$ cat config.mk
export PLATFORM = sky130hd
export DESIGN_NAME = regfile_wb_arbiter
export DESIGN_NICKNAME = d
export VERILOG_FILES = /design/src/rtl/rv_core_pkg.sv /design/src/rtl/rr_arbiter.sv /design/src/rtl/regfile_wb_arbiter.sv
export SDC_FILE = /design/constraint.sdc
export NUM_CORES = 1
export LEC_CHECK = 0
export BUFFER_PORTS_ARGS = -buffer_cell sky130_fd_sc_hd__buf_2
export CAP_MARGIN = 40
export CORE_MARGIN = 2
export CORE_UTILIZATION = 39
export DETAILED_ROUTE_END_ITERATION = 16
export PLACE_DENSITY = 0.78
export SYNTH_ARGS = -nofsm -noshare
export SYNTH_HDL_FRONTEND = slang
export SYNTH_SLANG_ARGS = --single-unit
export TNS_END_PERCENT = 20
$ cat constraint.sdc
create_clock -name clock -period 2.65 [get_ports clock]
set_input_delay 0.1325 -clock clock [delete_from_list [all_inputs] [get_ports clock]]
set_output_delay 0.1325 -clock clock [all_outputs]
set_load 0.01 [all_outputs]
$ cat src/rtl/rv_core_pkg.sv
// Core-wide constants shared by the write-back arbiter and the other
// register-file port logic.
package rv_core_pkg;

   localparam int ADDR_W   = 5;
   localparam int DATA_W   = 32;
   localparam int NUM_REGS = 32;
   localparam int REG_ZERO = 0;

   // Requester slots on the write-back port.
   localparam int REQ_ALU  = 0;
   localparam int REQ_LOAD = 1;

endpackage

$ cat src/rtl/rr_arbiter.sv
// Round-robin arbiter: NUM_REQ requests in, one-hot grant out. The search
// starts at the pointer, and the pointer moves past the winner.
module rr_arbiter #(
   parameter int NUM_REQ = 2
) (
   input  logic               clock,
   input  logic               reset_n,
   input  logic [NUM_REQ-1:0] req,
   output logic [NUM_REQ-1:0] grant
);

   localparam int PTR_W = (NUM_REQ > 1) ? $clog2(NUM_REQ) : 1;

   logic [PTR_W-1:0]     ptr_q;
   logic [PTR_W-1:0]     ptr_d;
   logic [2*NUM_REQ-1:0] req_rot;
   logic                 found;
   int                   offset;
   int                   winner;

   // Rotate the requests so the pointer position lands at bit 0.
   // Grants are suppressed while reset is held.
   always_comb begin
      req_rot = {req, req} >> ptr_q;
      found   = 1'b0;
      offset  = 0;
      winner  = 0;
      grant   = '0;
      ptr_d   = ptr_q;
      for (int k = 0; k < NUM_REQ; k++) begin
         if (!found && req_rot[k]) begin
            found  = 1'b1;
            offset = k;
         end
      end
      winner = int'(ptr_q) + offset;
      if (winner >= NUM_REQ) begin
         winner = winner - NUM_REQ;
      end
      if (found && reset_n) begin
         grant[PTR_W'(winner)] = 1'b1;
         ptr_d = (winner == NUM_REQ - 1) ? '0 : PTR_W'(winner + 1);
      end
   end

   always_ff @(posedge clock or negedge reset_n) begin
      if (!reset_n) begin
         ptr_q <= '0;
      end else begin
         ptr_q <= ptr_d;
      end
   end

endmodule

$ cat src/rtl/regfile_wb_arbiter.sv
// Write-port owner for the 32x32 register file: round-robin write-back
// arbitration, a registered write stage, and a pending-write scoreboard.
module regfile_wb_arbiter #(
   parameter int NUM_REQ = 2,
   parameter int ADDR_W  = rv_core_pkg::ADDR_W,
   parameter int DATA_W  = rv_core_pkg::DATA_W
) (
   input  logic                        clock,
   input  logic                        reset_n,
   input  logic [NUM_REQ-1:0]          req_valid,
   input  logic [NUM_REQ*ADDR_W-1:0]   req_addr,
   input  logic [NUM_REQ*DATA_W-1:0]   req_data,
   output logic [NUM_REQ-1:0]          req_ready,
   input  logic                        issue_valid,
   input  logic [ADDR_W-1:0]           issue_rd,
   output logic                        issue_ready,
   input  logic [ADDR_W-1:0]           rs1,
   input  logic [ADDR_W-1:0]           rs2,
   output logic                        raw_stall,
   output logic                        rf_we,
   output logic [ADDR_W-1:0]           rf_waddr,
   output logic [DATA_W-1:0]           rf_wdata,
   output logic [rv_core_pkg::NUM_REGS-1:0] busy_vec
);

   localparam int NREGS = rv_core_pkg::NUM_REGS;
   localparam logic [ADDR_W-1:0] ZERO_REG = ADDR_W'(rv_core_pkg::REG_ZERO);

   logic              gnt_any;
   logic [ADDR_W-1:0] gnt_addr;
   logic [DATA_W-1:0] gnt_data;

   logic              rf_we_q, rf_we_d;
   logic [ADDR_W-1:0] rf_waddr_q, rf_waddr_d;
   logic [DATA_W-1:0] rf_wdata_q, rf_wdata_d;
   logic [NREGS-1:0]  busy_q, busy_d;

   rr_arbiter #(
      .NUM_REQ (NUM_REQ)
   ) u_arb (
      .clock   (clock),
      .reset_n (reset_n),
      .req     (req_valid),
      .grant   (req_ready)
   );

   always_comb begin
      gnt_any  = |req_ready;
      gnt_addr = '0;
      gnt_data = '0;
      for (int i = 0; i < NUM_REQ; i++) begin
         if (req_ready[i]) begin
            gnt_addr = req_addr[i*ADDR_W +: ADDR_W];
            gnt_data = req_data[i*DATA_W +: DATA_W];
         end
      end
   end

   // Hazard checks look at the pre-edge scoreboard; x0 never stalls.
   always_comb begin
      issue_ready = !busy_q[issue_rd] || (issue_rd == ZERO_REG);
      raw_stall   = ((rs1 != ZERO_REG) && busy_q[rs1]) ||
                    ((rs2 != ZERO_REG) && busy_q[rs2]);
   end

   // A write to x0 is consumed but never reaches the register file.
   // Address/data hold their last values when nothing is granted.
   always_comb begin
      rf_we_d    = gnt_any && (gnt_addr != ZERO_REG);
      rf_waddr_d = gnt_any ? gnt_addr : rf_waddr_q;
      rf_wdata_d = gnt_any ? gnt_data : rf_wdata_q;
      busy_d     = busy_q;
      if (gnt_any) begin
         busy_d[gnt_addr] = 1'b0;
      end
      if (issue_valid && issue_ready && (issue_rd != ZERO_REG)) begin
         busy_d[issue_rd] = 1'b1;
      end
   end

   always_ff @(posedge clock or negedge reset_n) begin
      if (!reset_n) begin
         rf_we_q    <= 1'b0;
         rf_waddr_q <= '0;
         rf_wdata_q <= '0;
         busy_q     <= '0;
      end else begin
         rf_we_q    <= rf_we_d;
         rf_waddr_q <= rf_waddr_d;
         rf_wdata_q <= rf_wdata_d;
         busy_q     <= busy_d;
      end
   end

   assign rf_we    = rf_we_q;
   assign rf_waddr = rf_waddr_q;
   assign rf_wdata = rf_wdata_q;
   assign busy_vec = busy_q;

endmodule
=== Word level (Yosys, flattened, before mapping) ===
Cells that the tools add are included.

* Flip-flop bits (word level): 71
* Input bits: 94
* Output and inout port bits: 74
* Logic and storage cells: 66

* Add/sub/neg operators: 3
* Magnitude comparators: 9
* Equality and inequality tests: 1
* Shifts and indexed selects: 1
* Multiplexer cells: 24
* Bitwise logic cells: 3
* Reductions and logical operators: 20

{| class="wikitable"
|+ Operators with widths
! cell !! number
|-
| $mux 32 || 5
|-
| $and 32x32->32 || 1
|-
| $eq 32x2->1 const B || 1
|-
| $ge 32x3->1 const B || 1
|-
| $not 32->32 || 1
|-
| $or 32x32->32 || 1
|-
| $sub 32x3->32 const B || 1
|-
| $lt 5x6->1 const B || 4
|-
| $reduce_bool 5->1 || 4
|-
| $bmux 1 s5 || 3
|-
| $demux 1 s5 || 2
|-
| $ge 5x1->1 const B || 2
|-
| $logic_and 1x1->1 || 10
|-
| $mux 1 || 10
|-
| $mux 5 || 2
|-
| $logic_not 5->1 || 1
|-
| $shr 4x1->2 || 1
|-
| $lt 1x3->1 const B || 1
|-
| $add 1x1->2 || 1
|-
| $logic_not 1->1 || 2
|-
| $logic_or 1x1->1 || 2
|-
| $mux 2 || 1
|-
| $reduce_or 2->1 || 1
|-
| $add 1x1->1 const B || 1
|-
| other kinds (2) || 2
|}

=== Longest topological paths before layout ===
Gate-level depths: netlist of run 1.

* Depth after elaboration: 24
* Mapped depth: 7
* Mapped depth without buffers: 6

=== Hierarchy ===
A second synthesis of run 1 with hierarchy kept.

* Cells, all modules: 402
* Area, all modules: 4072.7 um^2

{| class="wikitable"
|+ Modules (own cells, without submodules)
! module !! instances !! cells an instance !! area an instance (um^2) !! seq. area each (um^2)
|-
| regfile_wb_arbiter || 1 || 395 || 4016.4 || 1751.7
|-
| rr_arbiter || 1 || 7 || 56.3 || 25.0
|}

=== Least setup slack after synthesis of run 1 ===
No wires, ideal clock.

* Path kind: register -> register
* Start: register busy_q[17] (netlist: busy_vec[17])
* End: register busy_q[23] (netlist: busy_vec[23])
* Library setup time: 0.075 ns
* Data arrival time: 1.707 ns
* Data required time: 2.575 ns
* Path slack: 0.868 ns
* Stages on the path, launching flop included: 6
* Path buffers: 0
* Clock period less this slack: 1.782 ns
* Path through: dfrtp_1 > mux4_1 > a22oi_2 > nand4_2 > or2_4 > o21ai_2

* Cells in the longest elaborated chain, start to end: 7

{| class="wikitable"
|+ Ends and longest elaborated chain
! item !! line !! text
|-
| start: declaration || regfile_wb_arbiter.sv:36 || <nowiki>logic [NREGS-1:0] busy_q, busy_d;</nowiki>
|-
| start signal: assignment || regfile_wb_arbiter.sv:91 || <nowiki>busy_q <= busy_d;</nowiki>
|-
| $bmux 1 s5 || regfile_wb_arbiter.sv:61 || <nowiki>issue_ready = !busy_q[issue_rd] || (issue_rd == ZERO_REG);</nowiki>
|-
| $mux 1 (implied by the code) || regfile_wb_arbiter.sv:61 ||
|-
| $logic_not 1->1 || regfile_wb_arbiter.sv:61 ||
|-
| $logic_or 1x1->1 || regfile_wb_arbiter.sv:61 ||
|-
| $logic_and 1x1->1 (2 in a row) || regfile_wb_arbiter.sv:76 || <nowiki>if (issue_valid && issue_ready && (issue_rd != ZERO_REG)) begin</nowiki>
|-
| $mux 32 || regfile_wb_arbiter.sv:76 ||
|-
| named net busy_d[23] || regfile_wb_arbiter.sv:36 ||
|}

The timed path passes the listed nets, and every way through them passes these cells. The select of a mux whose other input is x is not followed.
A chain may end at the register's enable or synchronous reset.

=== Worst setup path after layout of run 1 ===
* Start: register busy_q[17] (netlist: busy_vec[17])
* End: output port issue_ready

* Cells in the longest elaborated chain, start to end: 4

{| class="wikitable"
|+ Ends and longest elaborated chain
! item !! line !! text
|-
| $bmux 1 s5 || regfile_wb_arbiter.sv:61 ||
|-
| $mux 1 (implied by the code) || regfile_wb_arbiter.sv:61 ||
|-
| $logic_not 1->1 || regfile_wb_arbiter.sv:61 ||
|-
| $logic_or 1x1->1 || regfile_wb_arbiter.sv:61 ||
|-
| end: declaration || regfile_wb_arbiter.sv:16 || <nowiki>output logic issue_ready,</nowiki>
|}

Every way passes these cells. The select of a mux whose other input is x is not followed.

==> results of run 1 <==
==> sequential cells by signal, indices dropped and copies added, names as in the netlist <==
name and cells:
rf_wdata 32, rf_we 1, busy_vec 32, rf_waddr 5, u_arb.ptr_q 1
==> cells by family (layout without fill, tap and decap cells) <==
| group | Yosys count | after routing | synth area share |
|---|---|---|---|
| other cells | 1 | 1 | 0.00101 |
| mux | 29 | 29 | 0.156 |
| compound gates | 79 | 79 | 0.124 |
| buf+inv | 27 | 185 | 0.0347 |
| flops | 71 | 71 | 0.479 |
| simple gates | 164 | 164 | 0.205 |
==> report_power, final <==
part | switching [mW] | internal (mW)
combinational | 0.562 | 0.551
sequential | 0.257 | 1.33
clock | 0.387 | 0.476
==> metal layers <==
metal / share of wire / GRT usage / wire (um) / vias up
met5: 0 / 0 / 0 / -
met4: 0.012 / 0.0894 / 135 / 0
met3: 0.10 / 0.0511 / 1160 / 11
met2: 0.48 / 0.367 / 5290 / 211
met1: 0.40 / 0.293 / 4480 / 1665
li1: - / - / - / 1611
==> placed cells by master, fill, tap and decap left out, types with 2 or more instances in the layout <==
cell type / n
nor3b_1: 4
a21oi_1: 7
nand4b_1: 3
or3b_1: 2
o21ai_1: 23
o21ai_2: 8
inv_1: 3
nor3_1: 3
or4b_1: 2
dfrtp_1: 71
clkbuf_8: 11
buf_2: 129
mux2i_1: 5
a311oi_1: 2
mux2_2: 2
o21ai_0: 31
or2_4: 4
nand2_1: 120
or3_1: 2
buf_4: 3
mux4_2: 19
clkinv_2: 3
dlygate4sd3_1: 34
nor2_1: 6
nand2b_1: 2
nand3_1: 3
nand3b_1: 6
mux4_1: 3
==> worst register-to-register path, stage by stage, from the launching register on <==
cell and delay (ps):
dfrtp_1 420, mux4_1 540, a22oi_2 220, nand4_2 190, or2_4 350, o21ai_2 120
==> per-stage QoR <==
stage	utilization	power, mW	hold WS, ps	cells
after floorplan	-	2.16	-163	371
after CTS	0.540	3.58	33.2	658
after global routing	0.540	3.77	54.1	658
final	0.540	3.56	45.4	658
after global placement	0.479	2.61	321	608
after detailed placement	0.482	2.66	74.3	609
==> area by class of cell <==
| cell class | instances | area [um^2] | share of cell area |
|---|---|---|---|
| clock buffer | 11 | 151 | 0.0303 |
| clock inverter | 4 | 45.0 | 0.00902 |
| inverter | 3 | 11.3 | 0.00226 |
| multi-input combinational | 273 | 1810 | 0.362 |
| sequential | 71 | 1780 | 0.356 |
| tap | 129 | 161 | 0.0323 |
| timing repair buffer | 167 | 1040 | 0.208 |
==> path summary, 6_finish.rpt <==
path,start,end,slack [ps],cells after the start
hold reg to reg,rf_wdata[20]$_DFFE_PN0N_,rf_wdata[20]$_DFFE_PN0N_,470,2
min in group asynchronous,reset_n,rf_wdata[20]$_DFFE_PN0N_,270,3
hold / removal,req_addr[1],rf_waddr[1]$_DFFE_PN0N_,50,3
setup reg to reg,busy_vec[17]$_DFF_PN0_,busy_vec[27]$_DFF_PN0_,720,5
max in group asynchronous,reset_n,rf_waddr[2]$_DFFE_PN0N_,1860,4
setup / recovery,busy_vec[17]$_DFF_PN0_,issue_ready,350,5
==> run metrics, run 1 <==
Crit Path Category=reg2out; largest net degree at the start of global routing=69; top cells by area, synth=dfrtp_1 48%, nand2_1 12%, mux4_2 12%, o21ai_0 4.2%, o21ai_1 3.1%; DRC viols=0; clock slew at reported path FFs=70 ps; fin crit period=2300 ps; Hold Violations, Final=0; Yosys top cell by area=dfrtp_1; htree depth=3; Final Cycle Share=0.868; Synth cell types=43; Power Dens Cells=713 mW/mm^2; pre-CTS WS=622 ps; Startpoint Class=flip-flop; Peak VDD IR=0.000376 V; RSZ-0062 raised after global routing=no; critical path buffer and inverter count=1; Final ANT Viol Nets=0; maximum buffer depth of the clock tree=2; hpwl dp=7.68 mm; CP arrival=2170 ps; DR WL/cell=16.8 um; DRT Pass-1 Iters=4; CP delay by family, top=multiplexers; global-route wire length before repair=17.9 mm; Main synth FF type=dfrtp_1; antenna violations before repair=0; slowest cell on the critical path=mux4_1; DR iter-0 viols=176; Total GRT Usage=0.225; Setup crit end kind=output port; clk_skew=8.71 ps; number of enable flip-flop cells after synthesis=0; GRT overflow=0; fill cell count=792; synthesized area=0.00371 mm^2; WL final=11.1 mm; most frequent cell after synthesis=nand2_1; P_leak=2.39 nW; status=completed; CTS tree=done; Skew-Pair Late Insertion Delay=340 ps; Yosys Warn Count=0; layout cells sized above 1=0.355; Post-Syn Area per Cell=10.0 um^2; GP Congestion=0.921; post-cts repair resize count=0; Core ar.=0.00924 mm^2; Slew Limit Fails=0; vias in the first global route=3534; Synth top cells by count=120 x nand2_1, 71 x dfrtp_1, 31 x o21ai_0; final setup TNS=0 ps; setup ws final=349 ps; Worst Path Required=2520 ps; nets=619; final setup fails=0; Initial Util=0.401; Syn Nets=465; Yosys reg bits=71; # port buffers=129; Hold WC Path Type=in2reg; sequential area share after synthesis=0.479; routed vias=3498; number of buffers created by CTS=9; crit-path max FO=5; synth-to-layout area growth=34.5%; total of max-cap violations=0; I/O pins=168; post-synth top area share=0.479; Cells after Synth=371; final instance area=0.00499 mm^2; DIE AREA=0.0103 mm^2; Max Clk Rate=435 MHz; Post-DP Area=0.00445 mm^2; Setup Fix Bufs, Post-CTS=0; Die Ht=102 um; Crit path largest cell delay=540 ps; asr flop ratio synth=1.00; crit path cell chain=mux4_1 -> a22oi_2 -> nand4_2 -> o32ai_1 -> buf_2; hold-fix buffers at CTS=34; row count=35; DR vias/cell=5.32; n_diodes=0; DIE WIDTH=102 um; Clock Tree Root=clkbuf_8; Num Clock Sinks=71
(Power assumes the default switching activity.)
==> inputs of run 2 (changes only) <==
- CTS_BUF_LIST: unset -> sky130_fd_sc_hd__clkbuf_16
==> run 2 against run 1 <==
Net effect:
- core utilization is 0.53 points lower
- clock skew is 2.0 ps lower
- sequential share of layout area is 0.35 points higher
- clock power is 31% higher
- sequential power hardly changed
- final area is 0.98% lower
- largest cell class unchanged
- maximum frequency is 1.4% higher
- register-to-register slack hardly changed
- global-route usage is 0.61 points lower
- non-clock buffer count is 13 lower
- routed wire length is 0.59% lower
==> run metrics, run 2 (synthesis gave the netlist of run 1 again) <==
Comb power frac=0.288 (-0.025); Internal Power=2.58 mW (+9.5%); I/O pins=168 (unchanged); GRT overflow=0 (unchanged); fin crit period=2270 ps (-30.8 ps); Peak VDD IR=0.000387 V (+3.0%); Slew Limit Fails=0 (unchanged); sw power=1.24 mW (+2.7%); Clk network pwr share=0.297 (+0.055); slowest cell on the critical path=mux4_1; Setup crit end kind=output port; final setup TNS=0 ps (unchanged); WL final=11.0 mm (-0.59%); Tot Pwr=3.82 mW (+7.2%); crit-path max FO=5 (unchanged); fill cell count=807 (+1.9%); CP delay by family, top=multiplexers; hpwl dp=7.68 mm (unchanged); final setup fails=0 (unchanged); DR WL/cell=17.0 um (+1.4%); Core ar.=0.00924 mm^2 (unchanged); Flop pwr share=0.415 (-0.030); # port buffers=129 (unchanged); clk_skew=6.71 ps (-2.00 ps); DRT Pass-1 Iters=5 (+1); Critical Path Start=busy_vec[17]$_DFF_PN0_; DIE WIDTH=102 um (unchanged); CTS tree=done; nets=606 (-2.1%); largest net degree at the start of global routing=69 (unchanged); vias in the first global route=3454 (-2.3%); maximum buffer depth of the clock tree=2 (unchanged); most frequent cells in the layout=129 x buf_2, 120 x nand2_1, 71 x dfrtp_1; DRC viols=0 (unchanged); Skew-Pair Late Insertion Delay=330 ps (about the same); number of buffers created by CTS=9 (unchanged); row count=35 (unchanged); Total GRT Usage=0.219 (-0.00608); post-cts repair resize count=0 (unchanged); sequential cell area=0.00178 mm^2 (unchanged); clock slew at reported path FFs=60 ps (about the same); DIE AREA=0.0103 mm^2 (unchanged); Crit Path Category=reg2out; DR vias/cell=5.40 (+1.5%); GP Congestion=0.921 (unchanged); RSZ-0062 raised after global routing=no; status=completed; global-route wire length before repair=17.5 mm (-2.2%); crit path cell chain=mux4_1 -> a22oi_2 -> nand4_2 -> o32ai_1 -> buf_2; Startpoint Class=flip-flop; multi-input logic area=0.00181 mm^2 (unchanged); critical path buffer and inverter count=1 (unchanged); Setup Fix Bufs, Post-CTS=0 (unchanged); Worst Path Required=2520 ps (about the same); worst flop-to-flop path startpoint=busy_vec[17]$_DFF_PN0_; antenna violations before repair=0 (unchanged); synth-to-layout area growth=33.2%; Hold Violations, Final=0 (unchanged); Switching Share=0.325 (-0.0144); fin util=0.535 (-0.00528); total of max-cap violations=0 (unchanged); layout cells sized above 1=0.360 (+0.00508); Final ANT Viol Nets=0 (unchanged); Clock Tree Root=clkbuf_16; Power Dens Cells=772 mW/mm^2 (+8.3%); Die Ht=102 um (unchanged); Crit path largest cell delay=540 ps (about the same); n_diodes=0 (unchanged); most common cell after layout, fill and taps aside=buf_2; Num Clock Sinks=71 (unchanged); P_leak=2.37 nW (-0.81%); Initial Util=0.401 (unchanged); hold path start=req_data[11]; CP arrival=2140 ps (-30 ps); routed vias=3482 (-0.46%); DR iter-0 viols=162 (-8.0%); Max Clk Rate=440 MHz (+1.4%); Final Cycle Share=0.857 (-0.0116); Hold WC Path Type=in2reg; htree depth=3 (unchanged)
run 2: worst paths after layout:
check,depth (start not counted),end,slack [ps]
setup / recovery,5,issue_ready,380
hold / removal,3,rf_wdata[11]$_DFFE_PN0N_,7
setup reg to reg,5,busy_vec[27]$_DFF_PN0_,720
hold reg to reg,2,rf_wdata[20]$_DFFE_PN0N_,470
max in group asynchronous,4,rf_waddr[1]$_DFFE_PN0N_,1840
min in group asynchronous,3,rf_wdata[24]$_DFFE_PN0N_,290
run 2: per-layer routing:
layer  track usage  share of wire  up-vias
li1              -              -     1586
met1         0.281           0.39     1670
met2         0.362           0.48      208
met3        0.0559           0.11       18
met4        0.0748          0.013        0
met5             0              0        -
run 2: layout make-up:
cell class / count / share of cell area
inverter: 3 / 0.00228
clock inverter: 6 / 0.0106
sequential: 71 / 0.359
tap: 129 / 0.0327
clock buffer: 9 / 0.0456
timing repair buffer: 154 / 0.183
multi-input combinational: 273 / 0.366
run 2: timing repair:
| action | 4_1_cts | 5_1_grt |
|---|---|---|
| hold buffers | 21 | 0 |
| endpoints found under the hold margin | 31 | 0 |
| endpoints found under the setup margin | 0 | 0 |
run 2: tightest hold or removal path, delay by kind of cell:
| kind | cells | cell delay, ps |
|---|---|---|
| simple gates | 2 | 100 |
| buf+inv | 1 | 70 |
run 2: through the flow:
step / cell area (um^2) / setup slack (ps) / std cells / hold slack, ps
global route: 4940 / 268 / 645 / 20.5
detailed placement: 4450 / 622 / 609 / 74.3
finish: 4940 / 379 / 645 / 7.32
global placement: 4430 / 651 / 608 / 321
floorplan: 3710 / 868 / 371 / -163
CTS: 4940 / 373 / 645 / 0.213
run 2: power groups by stage:
| stage | logic (mW) | registers [mW] | clock network [mW] |
|---|---|---|---|
| 6_report | 1.10 | 1.58 | 1.13 |
| 5_1_grt | 1.21 | 1.61 | 1.20 |
| 4_1_cts | 1.10 | 1.58 | 1.16 |
| 3_5_place_dp | 1.08 | 1.59 | 0 |
| 3_3_place_gp | 1.03 | 1.57 | 0 |
| 2_1_floorplan | 0.529 | 1.63 | 0 |
==> inputs of run 3 (changes only) <==
- clock period: 2.65 -> 2.25 ns (I/O delays scaled with it)
==> run 3 against run 2 <==
Net effect:
- critical endpoint unchanged
- hold slack improved by 42 ps
- combinational power increased by 20%
- critical path depth unchanged
- final cell count increased by 2.2%
- first-iteration DRC count increased by 27%
- critical path type unchanged
==> run metrics, run 3 (synthesis gave the netlist of run 1 again) <==
global-route wire length before repair=17.7 mm (+1.4%); final setup TNS=0 ps (unchanged); Tot Pwr=4.68 mW (+23%); Final ANT Viol Nets=0 (unchanged); Slew Limit Fails=0 (unchanged); CP arrival=2070 ps (-70 ps); I/O pins=168 (unchanged); Clock Tree Root=clkbuf_16; Peak VDD IR=0.000583 V (+51%); DR iter-0 viols=206 (+27%); DR vias/cell=5.38 (-0.27%); Flop pwr share=0.400 (-0.015); Comb power frac=0.283 (-0.005); Core ar.=0.00924 mm^2 (unchanged); clk_skew=7.62 ps (+0.914 ps); Setup crit end kind=output port; DRC viols=0 (unchanged); synth-to-layout area growth=38.1%; worst flop-to-flop path startpoint=busy_vec[11]$_DFF_PN0_; DRT Pass-1 Iters=5 (unchanged); GRT overflow=0 (unchanged); vias in the first global route=3495 (+1.2%); most frequent cells in the layout=129 x buf_2, 120 x nand2_1, 71 x dfrtp_1; pre-CTS WS=236 ps (-387 ps); final setup fails=0 (unchanged); CTS tree=done; Hold Violations, Final=0 (unchanged); hold path start=req_addr[1]; Internal Power=3.18 mW (+23%); Final Cycle Share=0.970; hpwl dp=7.69 mm (about the same); Skew-Pair Late Insertion Delay=330 ps (about the same); Startpoint Class=flip-flop; routed vias=3548 (+1.9%); Worst Path Required=2140 ps (-380 ps); Max Clk Rate=458 MHz; Hold WC Path Type=in2reg; n_diodes=0 (unchanged); sw power=1.50 mW (+21%); antenna violations before repair=0 (unchanged); Crit Path Category=reg2out; most common cell after layout, fill and taps aside=buf_2; Initial Util=0.401 (unchanged); RSZ-0062 raised after global routing=no; largest net degree at the start of global routing=69 (unchanged); layout cells sized above 1=0.357 (-0.00386); GP Congestion=0.925 (+0.40%); # port buffers=129 (unchanged); Switching Share=0.320 (-0.00453); reg2reg end=busy_vec[27]$_DFF_PN0_; Num Clock Sinks=71 (unchanged); Worst R2R Path Depth=5 (unchanged); R2R setup slack=300 ps (-420 ps); fin crit period=2180 ps; P_leak=2.45 nW (+3.2%); Clk network pwr share=0.317 (+0.020); nets=619 (+2.1%); status=completed; DIE WIDTH=102 um (unchanged); clock slew at reported path FFs=60 ps (about the same); fill cell count=783 (-3.0%); hold path depth=3 (unchanged); WL final=11.3 mm (+2.7%); DR WL/cell=17.1 um (+0.57%); Die Ht=102 um (unchanged); maximum buffer depth of the clock tree=2 (unchanged); total of max-cap violations=0 (unchanged); row count=35 (unchanged); hold_ws=49.2 ps (+41.9 ps); setup ws final=66.7 ps (-313 ps); Power Dens Cells=914 mW/mm^2 (+18%); Total GRT Usage=0.220 (+0.00106); htree depth=3 (unchanged); crit-path max FO=5 (unchanged); number of buffers created by CTS=9 (unchanged); hold path endpoint=rf_waddr[1]$_DFFE_PN0N_; DIE AREA=0.0103 mm^2 (unchanged)
[run 3: timing repair]
item / CTS / global route
buffers inserted: 0 / 0
endpoints found under the hold margin: 104 / 0
endpoints found under the setup margin: 0 / 1
hold buffers: 34 / 0
gates resized for setup: 0 / 3
[run 3: through the flow]
stage	area, um^2	utilization	instances
2_1_floorplan	3710	-	371
3_3_place_gp	4430	0.479	608
3_5_place_dp	4450	0.482	609
4_1_cts	5110	0.553	659
5_1_grt	5120	0.554	659
6_report	5120	0.554	659
[run 3: metal layers]
layer | routed length [um] | vias up | GRT usage | share of wire
met5 | 0 | - | 0 | 0
met3 | 1190 | 14 | 0.0524 | 0.11
met4 | 111 | 0 | 0.0603 | 0.0098
met2 | 5530 | 215 | 0.368 | 0.49
li1 | - | 1616 | - | -
met1 | 4450 | 1703 | 0.288 | 0.39
[run 3: how the worst max path moves through the flow]
stage                      startpoint                     end  slack (ps)  cells after the start
2_1_floorplan  busy_vec[17]$_DFF_PN0_  busy_vec[23]$_DFF_PN0_         470                      5
5_1_grt        busy_vec[31]$_DFF_PN0_               raw_stall           4                      5
3_5_place_dp              issue_rd[0]  busy_vec[27]$_DFF_PN0_         240                      6
6_report       busy_vec[11]$_DFF_PN0_             issue_ready          70                      5
4_1_cts        busy_vec[16]$_DFF_PN0_             issue_ready          30                      5
3_3_place_gp              issue_rd[0]  busy_vec[11]$_DFF_PN0_         270                      6
[run 3: area by class of cell]
| class | count | area, um^2 | share of cell area |
|---|---|---|---|
| Clock buffer | 9 | 225 | 0.0440 |
| Clock inverter | 7 | 90.1 | 0.0176 |
| Inverter | 3 | 11.3 | 0.00220 |
| Multi-Input combinational cell | 273 | 1820 | 0.356 |
| Sequential cell | 71 | 1780 | 0.347 |
| Tap cell | 129 | 161 | 0.0315 |
| Timing Repair Buffer | 167 | 1040 | 0.202 |
[run 3: critical path: stages, from the launching register on]
cell and delay (ps):
dfrtp_1 430, mux4_2 480, a32oi_1 300, nand4_4 170, o32ai_2 180, buf_2 190
[run 3: power by group through the flow]
stage          logic (mW)  registers, mW  clock network, mW
2_1_floorplan       0.623           1.92                  0
3_3_place_gp         1.22           1.85                  0
3_5_place_dp         1.27           1.86                  0
4_1_cts              1.31           1.85               1.51
5_1_grt              1.45           1.90               1.56
6_report             1.32           1.87               1.49
